==> config.mk <==
export PLATFORM = sky130hd
export DESIGN_NAME = stopwatch_ctrl
export DESIGN_NICKNAME = d
export VERILOG_FILES = /design/src/rtl/stopwatch_pkg.sv /design/src/rtl/bcd_mod_counter.sv /design/src/rtl/stopwatch_ctrl.sv
export SDC_FILE = /design/constraint.sdc
export NUM_CORES = 1
export LEC_CHECK = 0
export ABC_AREA = 1
export BUFFER_PORTS_ARGS = -buffer_cell sky130_fd_sc_hd__buf_2
export CORE_ASPECT_RATIO = 1.75
export CORE_UTILIZATION = 35
export DETAILED_ROUTE_END_ITERATION = 10
export GPL_ROUTABILITY_DRIVEN = 0
export PLACE_DENSITY_LB_ADDON = 0.2
export SLEW_MARGIN = 20
export SYNTH_ARGS = -nofsm -noshare
export SYNTH_HDL_FRONTEND = slang
export SYNTH_SLANG_ARGS = --single-unit
==> constraint.sdc <==
create_clock -name src_clk -period 1.7 [get_ports src_clk]
set_input_delay 0 -clock src_clk [delete_from_list [all_inputs] [get_ports src_clk]]
set_output_delay 0 -clock src_clk [all_outputs]
set_load 0.02 [all_outputs]
==> src/rtl/stopwatch_pkg.sv <==
// stopwatch_pkg
// Shared types and constants for the stopwatch control block.
//   state_t    : FSM state encoding (RUN, PAUSE, ADJ)
//   bcd_t      : one BCD digit
//   SEC_LIMIT  : highest seconds value before wrap
//   BLK_*      : bit positions of each digit in the blank vector
//   blank_mask : blank pattern for the field being adjusted
package stopwatch_pkg;

    typedef enum logic [1:0] {
        RUN   = 2'd0,
        PAUSE = 2'd1,
        ADJ   = 2'd2
    } state_t;

    typedef logic [3:0] bcd_t;

    localparam int SEC_LIMIT = 59;

    localparam int BLK_MIN_TENS = 3;
    localparam int BLK_MIN_ONES = 2;
    localparam int BLK_SEC_TENS = 1;
    localparam int BLK_SEC_ONES = 0;

    // sel = 0 selects minutes, sel = 1 selects seconds.
    function automatic logic [3:0] blank_mask(input logic sel);
        logic [3:0] m;
        m = 4'b0000;
        if (sel) begin
            m[BLK_SEC_TENS] = 1'b1;
            m[BLK_SEC_ONES] = 1'b1;
        end else begin
            m[BLK_MIN_TENS] = 1'b1;
            m[BLK_MIN_ONES] = 1'b1;
        end
        return m;
    endfunction

endpackage

==> src/rtl/bcd_mod_counter.sv <==
// bcd_mod_counter
// Two-digit BCD counter that counts 00..LIMIT and wraps to 00.
// Ports:
//   src_clk : clock
//   reset   : synchronous active-high reset, clears to 00
//   inc     : advance by one this cycle
//   clr     : clear to 00 (wins over inc)
//   tens    : BCD tens digit (registered)
//   ones    : BCD ones digit (registered)
//   wrap    : combinational, high when inc is applied at LIMIT
module bcd_mod_counter
    import stopwatch_pkg::*;
#(
    parameter int LIMIT = 59
) (
    input  logic src_clk,
    input  logic reset,
    input  logic inc,
    input  logic clr,
    output bcd_t tens,
    output bcd_t ones,
    output logic wrap
);

    localparam bcd_t LIM_TENS = bcd_t'(LIMIT / 10);
    localparam bcd_t LIM_ONES = bcd_t'(LIMIT % 10);

    logic at_limit;

    assign at_limit = (tens == LIM_TENS) && (ones == LIM_ONES);
    assign wrap     = inc & at_limit;

    always_ff @(posedge src_clk) begin
        if (reset || clr) begin
            tens <= 4'd0;
            ones <= 4'd0;
        end else if (inc) begin
            if (at_limit) begin
                tens <= 4'd0;
                ones <= 4'd0;
            end else if (ones == 4'd9) begin
                tens <= tens + 4'd1;
                ones <= 4'd0;
            end else begin
                ones <= ones + 4'd1;
            end
        end
    end

endmodule

==> src/rtl/stopwatch_ctrl.sv <==
// stopwatch_ctrl
// Control FSM and MM:SS BCD time datapath for the stopwatch.
// Rising edges of the divider square waves become one-cycle ticks; the FSM
// sequences RUN / PAUSE / ADJ and the counters advance on tick_1 (RUN) or
// tick_2 (ADJ, selected field only).
// Optional feature macro: STOPWATCH_LAP_EN (lap freeze of the displayed time).
// Ports:
//   src_clk, reset                 : clock, synchronous active-high reset
//   clk_1hz, clk_2hz, clk_4hz      : divider square waves sampled as data
//   btn_pause, btn_rst, btn_lap    : debounced one-cycle button pulses
//   sw_adj, sw_sel                 : adjust mode level, field select level
//   min_tens..sec_ones             : BCD digits to the display mux
//   blank                          : per-digit blank {mt, mo, st, so}
//   running                        : high while in RUN
//   rollover                       : one-cycle pulse on MIN_LIMIT:59 -> 00:00
module stopwatch_ctrl
    import stopwatch_pkg::*;
#(
    parameter int MIN_LIMIT    = 59,
    parameter int START_PAUSED = 1
) (
    input  logic       src_clk,
    input  logic       reset,
    input  logic       clk_1hz,
    input  logic       clk_2hz,
    input  logic       clk_4hz,
    input  logic       btn_pause,
    input  logic       btn_rst,
    input  logic       btn_lap,
    input  logic       sw_adj,
    input  logic       sw_sel,
    output logic [3:0] min_tens,
    output logic [3:0] min_ones,
    output logic [3:0] sec_tens,
    output logic [3:0] sec_ones,
    output logic [3:0] blank,
    output logic       running,
    output logic       rollover
);

    localparam state_t INIT_STATE = (START_PAUSED != 0) ? PAUSE : RUN;

    state_t state;
    logic   clk_1hz_d;
    logic   clk_2hz_d;
    logic   tick_1;
    logic   tick_2;
    logic   in_run;
    logic   in_adj;
    logic   sec_inc;
    logic   min_inc;
    logic   sec_wrap;
    logic   min_wrap;
    bcd_t   live_min_tens;
    bcd_t   live_min_ones;
    bcd_t   live_sec_tens;
    bcd_t   live_sec_ones;

    // Edge detection: previous-cycle samples of the square waves
    always_ff @(posedge src_clk) begin
        if (reset) begin
            clk_1hz_d <= 1'b0;
            clk_2hz_d <= 1'b0;
        end else begin
            clk_1hz_d <= clk_1hz;
            clk_2hz_d <= clk_2hz;
        end
    end

    assign tick_1 = clk_1hz & ~clk_1hz_d;
    assign tick_2 = clk_2hz & ~clk_2hz_d;
    assign in_run = (state == RUN);
    assign in_adj = (state == ADJ);

    // btn_rst suppresses every increment, which also keeps the wrap (and so
    // rollover) low in a cycle where a clear coincides with a wrap.
    // Seconds only carry into minutes in RUN; in ADJ the fields are independent.
    assign sec_inc = ~btn_rst & ((in_run & tick_1) | (in_adj & tick_2 & sw_sel));
    assign min_inc = ~btn_rst & ((in_run & sec_wrap) | (in_adj & tick_2 & ~sw_sel));

    bcd_mod_counter #(.LIMIT(SEC_LIMIT)) u_sec (
        .src_clk (src_clk),
        .reset   (reset),
        .inc     (sec_inc),
        .clr     (btn_rst),
        .tens    (live_sec_tens),
        .ones    (live_sec_ones),
        .wrap    (sec_wrap)
    );

    bcd_mod_counter #(.LIMIT(MIN_LIMIT)) u_min (
        .src_clk (src_clk),
        .reset   (reset),
        .inc     (min_inc),
        .clr     (btn_rst),
        .tens    (live_min_tens),
        .ones    (live_min_ones),
        .wrap    (min_wrap)
    );

    // Mode FSM; sw_adj has priority over btn_pause, ADJ always exits to PAUSE
    always_ff @(posedge src_clk) begin
        if (reset) begin
            state   <= INIT_STATE;
            running <= (INIT_STATE == RUN);
        end else begin
            case (state)
                RUN: begin
                    if (sw_adj) begin
                        state   <= ADJ;
                        running <= 1'b0;
                    end else if (btn_pause) begin
                        state   <= PAUSE;
                        running <= 1'b0;
                    end
                end
                PAUSE: begin
                    if (sw_adj) begin
                        state   <= ADJ;
                        running <= 1'b0;
                    end else if (btn_pause) begin
                        state   <= RUN;
                        running <= 1'b1;
                    end
                end
                ADJ: begin
                    if (!sw_adj) begin
                        state   <= PAUSE;
                        running <= 1'b0;
                    end
                end
                default: begin
                    state   <= PAUSE;
                    running <= 1'b0;
                end
            endcase
        end
    end

    // Registered status outputs: rollover pulse and adjust-mode blink mask
    always_ff @(posedge src_clk) begin
        if (reset) begin
            rollover <= 1'b0;
            blank    <= 4'b0000;
        end else begin
            rollover <= in_run & min_wrap;
            blank    <= (in_adj && clk_4hz) ? blank_mask(sw_sel) : 4'b0000;
        end
    end

`ifdef STOPWATCH_LAP_EN
    logic lap_hold;
    logic leave_run;
    bcd_t lap_min_tens;
    bcd_t lap_min_ones;
    bcd_t lap_sec_tens;
    bcd_t lap_sec_ones;

    assign leave_run = in_run & (sw_adj | btn_pause);

    always_ff @(posedge src_clk) begin
        if (reset || btn_rst || leave_run) begin
            lap_hold <= 1'b0;
        end else if (in_run && btn_lap) begin
            lap_hold <= ~lap_hold;
        end
    end

    // Snapshot the live time on the press that starts a hold
    always_ff @(posedge src_clk) begin
        if (in_run && btn_lap && !lap_hold) begin
            lap_min_tens <= live_min_tens;
            lap_min_ones <= live_min_ones;
            lap_sec_tens <= live_sec_tens;
            lap_sec_ones <= live_sec_ones;
        end
    end

    assign min_tens = lap_hold ? lap_min_tens : live_min_tens;
    assign min_ones = lap_hold ? lap_min_ones : live_min_ones;
    assign sec_tens = lap_hold ? lap_sec_tens : live_sec_tens;
    assign sec_ones = lap_hold ? lap_sec_ones : live_sec_ones;
`else
    // btn_lap has no function in this build
    logic unused_lap;
    assign unused_lap = btn_lap;

    assign min_tens = live_min_tens;
    assign min_ones = live_min_ones;
    assign sec_tens = live_sec_tens;
    assign sec_ones = live_sec_ones;
`endif

endmodule

# [Word level (Yosys, flattened, before mapping)]
# Index checks and enable logic that the tools add are counted.
[classes] addsub=4 mul=0 div_mod_pow=0 magnitude_cmp=0 n_eq_ne=9 shifts=0 mux=22 n_bitwise=19 reduce_logical=11
[ops] operator="2-to-1 mux 4 bit" n=8
[ops] operator="adder 4 x 1 -> 4 bit, second input constant" n=4
[ops] operator="2-to-1 mux 2 bit" n=7
[ops] operator="bitwise AND 1 bit" n=12
[ops] operator="== test 4 x 3 -> 1 bit, second input constant" n=2
[ops] operator="== test 4 bit, second input constant" n=2
[ops] operator="!= test 3 bit, second input constant" n=2
[ops] operator="one-hot mux 2 bit (3 select lines)" n=1
[ops] operator="2-to-1 mux 1 bit" n=5
[ops] operator="inverter 1 bit" n=5
[ops] operator="AND reduction 2 bit" n=2
[ops] operator="nonzero test 2 bit" n=2
[ops] operator="logical AND 1 bit" n=3
[ops] operator="one-hot mux 1 bit (3 select lines)" n=1
[ops] operator="AND reduction 3 bit" n=1
[ops] operator="== test 2 x 1 -> 1 bit, second input constant" n=1
[ops] operator="== test 2 bit, second input constant" n=1
[ops] operator="zero test 2 bit" n=1
[ops] operator="!= test 2 bit, second input constant" n=1
[ops] operator="bitwise OR 1 bit" n=2
[ops] operator="OR reduction 2 bit" n=1
[ops] operator="logical OR 1 bit" n=1
[word_totals] regBits=26 latch_bits=0 ramBits=0 romBits=0 inputBits=10 out_inout_bits=22 elab_cells=75 n_memories=0

# [Depth between registers and ports, before layout]
# Gate-level depths: netlist of run 1.
[depth] ltp_word=12 mapped_depth=10 ltp_nobuf=10

# [Cells and area by module]
# A second synthesis of run 1 with hierarchy kept.
[unflattened] hier_cells=169 area_unflattened_um2=1192.4
[by_module_without_submodules] module="bcd_mod_counter" n_inst=2 cells_per_inst=61 area_per_inst_um2=427.9 seq_area_each_um2=160.2
[by_module_without_submodules] module="stopwatch_ctrl" n_inst=1 cells_per_inst=47 area_per_inst_um2=336.6 seq_area_each_um2=160.2

# [Worst setup path after synthesis of run 1]
# OpenSTA, ideal clock, no wires.
[synth_timing] path_kind="reg-to-reg" from="register u_sec.ones[0]" to="register u_min.tens[1]" setup_ns=0.110 arrival_time_ns=1.424 required_time_ns=1.590 slack_ns=0.166 path_stages_with_launch=10 path_buffers=1 period_less_slack_ns=1.534 cell_sequence="dfxtp_1 -> ha_1 -> nand3_1 -> nor2_1 -> nand3_2 -> nand2_2 -> buf_6 -> nand4_1 -> nand2_1 -> nor2_1"
[synth_via] elab_chain_len=7
[synth_lines] element="start, declared" line_no="bcd_mod_counter.sv:21" rtl="output bcd_t ones,"
[synth_lines] element="start signal, assigned" line_no="bcd_mod_counter.sv:45" rtl="ones <= ones + 4'd1;"
[synth_lines] element="== test 4 bit" line_no="bcd_mod_counter.sv:30" rtl="assign at_limit = (tens == LIM_TENS) && (ones == LIM_ONES);"
[synth_lines] element="logical AND 1 bit" line_no="bcd_mod_counter.sv:30"
[synth_lines] element="bitwise AND 1 bit" line_no="bcd_mod_counter.sv:31" rtl="assign wrap = inc & at_limit;"
[synth_lines] element="bitwise AND 1 bit" line_no="stopwatch_ctrl.sv:79" rtl="assign min_inc = ~btn_rst & ((in_run & sec_wrap) | (in_adj & tick_2 & ~sw_sel));"
[synth_lines] element="bitwise OR 1 bit" line_no="stopwatch_ctrl.sv:79"
[synth_lines] element="bitwise AND 1 bit" line_no="stopwatch_ctrl.sv:79"
[synth_lines] element="AND reduction 2 bit (no source line)"
[synth_lines] element="end signal, assigned" line_no="bcd_mod_counter.sv:42" rtl="tens <= tens + 4'd1;"
[synth_lines] element="end, declared" line_no="bcd_mod_counter.sv:20" rtl="output bcd_t tens,"
# Every way passes these cells.
# A chain may end at the register's enable or synchronous reset.

# [Final worst setup path of run 1]
[layout_timing] from="register u_sec.tens[0]" to="register u_min.ones[1]"
[layout_via] elab_chain_len=6
[layout_lines] element="start, declared" line_no="bcd_mod_counter.sv:20"
[layout_lines] element="start signal, assigned" line_no="bcd_mod_counter.sv:42"
[layout_lines] element="== test 4 x 3 -> 1 bit" line_no="bcd_mod_counter.sv:30"
[layout_lines] element="logical AND 1 bit" line_no="bcd_mod_counter.sv:30"
[layout_lines] element="bitwise AND 1 bit" line_no="bcd_mod_counter.sv:31"
[layout_lines] element="bitwise AND 1 bit" line_no="stopwatch_ctrl.sv:79"
[layout_lines] element="bitwise OR 1 bit" line_no="stopwatch_ctrl.sv:79"
[layout_lines] element="bitwise AND 1 bit" line_no="stopwatch_ctrl.sv:79"
[layout_lines] element="end signal, assigned" line_no="bcd_mod_counter.sv:45"
[layout_lines] element="end, declared" line_no="bcd_mod_counter.sv:21"
# Every way passes these cells.

==> results of run 1 <==
==> area by class of cell <==
cell class                      count  area [µm²]  share of cell area
Timing Repair Buffer               42       255.2              0.1556
Clock buffer                        3       41.29             0.02517
Multi-Input combinational cell    118       664.4              0.4050
Sequential cell                    24       480.5              0.2929
Tap cell                           45       56.30             0.03433
Clock inverter                      1       30.03             0.01831
Inverter                           30       112.6             0.06865
==> Yosys cell counts <==
cell type / number
a21oi_1: 8
inv_1: 27
nand2_1: 30
o21ai_0: 4
nor3b_1: 2
o21ai_1: 1
buf_4: 2
a211oi_1: 2
nor2_2: 2
nand2_4: 2
nand2_2: 3
nor3_1: 4
nand3_1: 13
buf_6: 1
o31ai_1: 1
nor3b_2: 1
dfxtp_1: 24
ha_1: 6
clkinv_1: 1
nand3_2: 4
nor2_4: 1
inv_2: 2
nand3b_1: 1
nor2_1: 23
nand4_1: 4
xor2_1: 6
==> worst max-delay path, stage by stage (launching register included) <==
cell	delay, ps
dfxtp_1	390
ha_1	160
nand3_1	100
nor2_1	170
nand3_2	100
nand2_2	170
buf_4	160
nand2_4	50
nand2_1	60
a21oi_1	50
==> final timing paths <==
kind                                            startpoint                         end  cells after the start
worst max-delay path            u_sec.tens[0]$_SDFFE_PP0P_  u_min.ones[1]$_SDFFE_PP0P_                      9
worst min register to register        running$_SDFFE_PP0P_        running$_SDFFE_PP0P_                      2
worst max register to register  u_sec.tens[0]$_SDFFE_PP0P_  u_min.ones[1]$_SDFFE_PP0P_                      9
worst min-delay path                               clk_4hz         blank[2]$_SDFF_PP0_                      3
==> per-layer routing <==
metal	vias up	wire length, µm
li1	639	-
met5	-	0
met2	20	1400
met4	0	50
met1	540	1007
met3	6	79
==> logic make-up after synthesis <==
logic type	after synthesis	share of synthesized area
flip-flops	24	0.3743
adder cells (fa/ha/maj)	6	0.05848
XOR/XNOR	6	0.04094
AO/OA/AOI/OAI	16	0.06822
buffers and inverters	33	0.1082
AND/OR/NAND/NOR	90	0.3499
==> layout by cell type, fill, tap and decap left out, types with 2 or more instances in the layout <==
cell type / n
nand2_1: 30
buf_2: 30
inv_1: 27
dfxtp_1: 24
nor2_1: 23
nand3_1: 13
a21oi_1: 8
xor2_1: 6
ha_1: 6
dlygate4sd3_1: 6
buf_4: 6
nand3_2: 4
nor3_1: 4
o21ai_0: 4
nand4_1: 4
nand2_2: 3
clkbuf_8: 3
inv_2: 2
nor2_2: 2
nand2_4: 2
nor3b_1: 2
a211oi_1: 2
==> per-stage QoR <==
stage	total power, mW	util	instances
floorplan	0.6367	-	175
global placement	0.6643	0.4395	253
detailed placement	0.6649	0.4395	253
CTS	1.175	0.4778	263
global route	1.213	0.4778	263
finish	1.158	0.4778	263
==> timing repair <==
item / in CTS / in global routing
endpoints found under the hold margin: 6 / 0
gates resized for setup: 0 / 0
hold buffers: 6 / 0
==> registers in the layout, indices dropped and copies added (netlist names) <==
name        count
u_min.ones      4
u_min.tens      4
u_sec.ones      4
u_sec.tens      4
blank           2
state           2
clk_1hz_d       1
clk_2hz_d       1
rollover        1
running         1
==> report_power, final <==
group	switching (mW)	total [mW]	internal (mW)
registers	0.00860	0.578	0.570
clock network	0.183	0.498	0.315
logic	0.0480	0.0821	0.0341
total	0.240	1.16	0.919
==> out/metrics.cfg, run 1 <==
[clock_tree]
cts_setup_buffers = 0
cts_tree = yes
cts.htree.levels = 1
cts-root-buf = clkbuf_8
clk_pin_slew_ps = 90
numCtsBuffers = 3
cts_sinks = 24
clkLatencyLatePin_ps = 270
clockBufferDepth = 2

[logic_synthesis]
synthTopCellsByArea = dfxtp_1, nand2_1, inv_1, nor2_1, ha_1
synth.distinct_cells = 26
syn_nets = 191
netlist_area_um2 = 1284
avgSynthCellArea_um2 = 7.336
seq_area_frac_synth = 0.3743
yosysWarnings = 0
yosys.area.top_type = dfxtp_1
ys_seq_elements = 24
synthCells = 175
synth_top_area_frac = 0.3743

[global_routing]
grt_pass1_wl_mm = 4.236
top_usage_layer = met2
grt_use_total = 0.1465
grt.met1_usage = 0.1469
overflow = 0
met2_usage = 0.2662
grt_start_max_net_pins = 15
gr-usage-met3 = 0.02391
grt_antenna_before_repair = 0
grt_pass1_vias = 1080

[setup_path]
ff2ff_setup_slack_ps = 160
critical_path_class = flip-flop to flip-flop
critical_path_required_ps = 1860
endpoint_kind = flip-flop
critPathMaxFanout = 9
cp.arrival_ps = 1690
cp-start-kind = flip-flop

[sta]
finClkSkew_ps = 2.665
slew_headroom = 0.7550
slew_viol_final = 0
max_freq_mhz = 650.8
worstMarginPinSlew_ps = 366.1
finalSetupTns_ps = 0
setup_viol_count_final = 0
rsz0062_at_grt = no
postLayoutSetupSlackWorst_ps = 163.3
hold_viol = 0
fin_crit_ps = 1537
hold_ws_ps = 1.612
final.period_utilization = 0.9039

[die]
core_um2 = 3433
dieArea_um2 = 3923
ios = 32
start_util = 0.3739
die_y_um = 82.12
rows = 28
die_width_um = 47.78

[min_path]
hold_class = input pin to flip-flop

[detailed_routing]
first_pass_iters = 4
drtAntennaViolNets = 0
wire_per_inst_um = 9.646
drt_drc_violations_left = 0
drt_iter0_drc = 23
avgViaCountPerCell = 4.582
wl_mm = 2.537
vias = 1205

[placement]
port_buffers = 30
placed_cell_area_um2 = 1509
dp_hpwl_mm = 2.066
dp_slack_ps = 166.7

[final_layout]
finalInstanceArea_um2 = 1640
fin_nets = 235
fill_cells = 374
syn_to_final_growth_pct = 27.78
num_antenna_cells = 0
drive_above_1_share = 0.2523

[status]
status = complete, no violations

[power]
powerDensity_nw_per_um2 = 706.2
peakVddDrop_mv = 0.3751
power_leakage_nw = 0.7654

[job]
max_cap_violations = 0

(Power assumes the default switching activity.)
==> run 2, diff against run 1 <==
Settings changed: SETUP_SLACK_MARGIN set to 0.2.
==> out/metrics.cfg, run 2 (synthesis results as in run 1) <==
[final_layout]
multi_input_comb_area_um2 = 706.9
fill_cells = 378
seqCellArea_um2 = 488.0
drive_above_1_share = 0.3198
fin_nets = 239
num_antenna_cells = 0
mostFrequentLayoutCells = nand2_1, buf_2, inv_1
syn_to_final_growth_pct = 33.24
final_util = 0.4982

[sta]
worstMarginPinSlew_ps = 390.3
slew_viol_final = 0
setup_viol_count_final = 0
rsz0062_at_grt = no
finalSetupTns_ps = 0
finClkSkew_ps = 4.749
postLayoutSetupSlackWorst_ps = 300.8
final.period_utilization = 0.8231
slew_headroom = 0.7382
hold_viol = 0
fin_crit_ps = 1399
max_freq_mhz = 714.7

[power]
seqPwrFrac = 0.548
power_leakage_nw = 0.7830
p_switching_mw = 0.2439
peakVddDrop_mv = 0.4201
p_comb_frac = 0.085
internal_power_mw = 0.8165
powerDensity_nw_per_um2 = 620.0
p_clk_frac = 0.367
switching_share = 0.2300

[setup_path]
cp.arrival_ps = 1560
endpoint = u_min.ones[1]$_SDFFE_PP0P_
endpoint_kind = flip-flop
cp-startpoint = u_sec.tens[1]$_SDFFE_PP0P_
critical_path_required_ps = 1860
cp-start-kind = flip-flop
ff2ff_setup_slack_ps = 300
worst_r2r_path_depth = 10
critical_path_class = flip-flop to flip-flop
critPathMaxFanout = 8
reg2reg_to = u_min.ones[1]$_SDFFE_PP0P_
r2r_start = u_sec.tens[1]$_SDFFE_PP0P_

[clock_tree]
cts-root-buf = clkbuf_8
clockBufferDepth = 2
cts.htree.levels = 1
numCtsBuffers = 3
clk_pin_slew_ps = 90
clkLatencyLatePin_ps = 260
cts_tree = yes
cts_sinks = 24

[detailed_routing]
wl_met3_um = 66
drt_drc_violations_left = 0
wl_met2_mm = 1.533
wl_mm = 2.720
vias = 1196
drt_iter0_drc = 4
wire_per_inst_um = 10.19
wl_met1_mm = 1.087
avgViaCountPerCell = 4.479
dr.max_layer_used = met4
first_pass_iters = 4
drtAntennaViolNets = 0

[die]
ios = 32
start_util = 0.3739
rows = 28
core_um2 = 3433
die_width_um = 47.78
die_y_um = 82.12
dieArea_um2 = 3923

[global_routing]
grt_antenna_before_repair = 0
overflow = 0
grt_use_total = 0.1593
grt_pass1_wl_mm = 4.547
grt_start_max_net_pins = 14
grt_pass1_vias = 1159

[job]
max_cap_violations = 0

[min_path]
hold_class = input pin to flip-flop
holdPathStages = 3

[placement]
dp_slack_ps = 171.6
port_buffers = 30
dp_hpwl_mm = 2.087

[status]
status = complete, no violations

==> run 2: timing repair <==
item | 4_1_cts | 5_1_grt
endpoints found under the setup margin | 7 | 10
endpoints found under the hold margin | 6 | 0
hold buffers | 7 | 0
gates resized for setup | 2 | 15
buffers inserted | 0 | 2
pin swaps | 0 | 4
==> run 2: final cells by class <==
class	instances	share of cell area
flip-flops and latches	24	0.2853
repair buffers	46	0.1704
well taps	45	0.03292
inverters	30	0.06584
clock buffers	4	0.03219
multi-input cells	118	0.4133
==> run 2: worst min-delay path by stage <==
stage	startpoint	endpoint	slack [ps]
finish	clk_4hz	blank[1]$_SDFF_PP0_	7
global route	clk_4hz	blank[2]$_SDFF_PP0_	20
CTS	clk_4hz	blank[1]$_SDFF_PP0_	3
detailed placement	sw_sel	blank[2]$_SDFF_PP0_	220
global placement	sw_sel	blank[2]$_SDFF_PP0_	210
floorplan	reset	running$_SDFFE_PP0P_	70
==> run 2: power by group through the flow <==
stage | clock network [mW] | logic (mW) | registers, mW
5_1_grt | 0.423 | 0.101 | 0.583
3_5_place_dp | 0 | 0.0749 | 0.592
4_1_cts | 0.401 | 0.0878 | 0.579
6_report | 0.389 | 0.0904 | 0.581
3_3_place_gp | 0 | 0.0743 | 0.592
2_1_floorplan | 0 | 0.0433 | 0.593
==> run 2: per-layer routing <==
layer | up-vias | GRT usage
met2 | 16 | 0.2919
met3 | 2 | 0.02609
met1 | 532 | 0.1609
met4 | 0 | 0.08056
met5 | - | 0
li1 | 646 | -
==> run 2: through the flow <==
step / hold WS (ps) / cell area, µm² / power [mW] / std cells
floorplan: 69.07 / 1285 / 0.6367 / 175
global placement: 213.2 / 1518 / 0.6663 / 254
detailed placement: 215.3 / 1518 / 0.6670 / 254
CTS: 3.172 / 1650 / 1.067 / 265
global route: 16.45 / 1710 / 1.107 / 267
finish: 7.041 / 1710 / 1.060 / 267
==> run 2: critical path: stages, from the launching register on <==
cell and delay (ps):
dfxtp_2 330, inv_2 50, ha_2 160, nand3_2 90, nor2_4 140, nand3_2 100
nand2_4 140, buf_6 120, nand2_4 40, nand2_1 60, a21oi_1 50
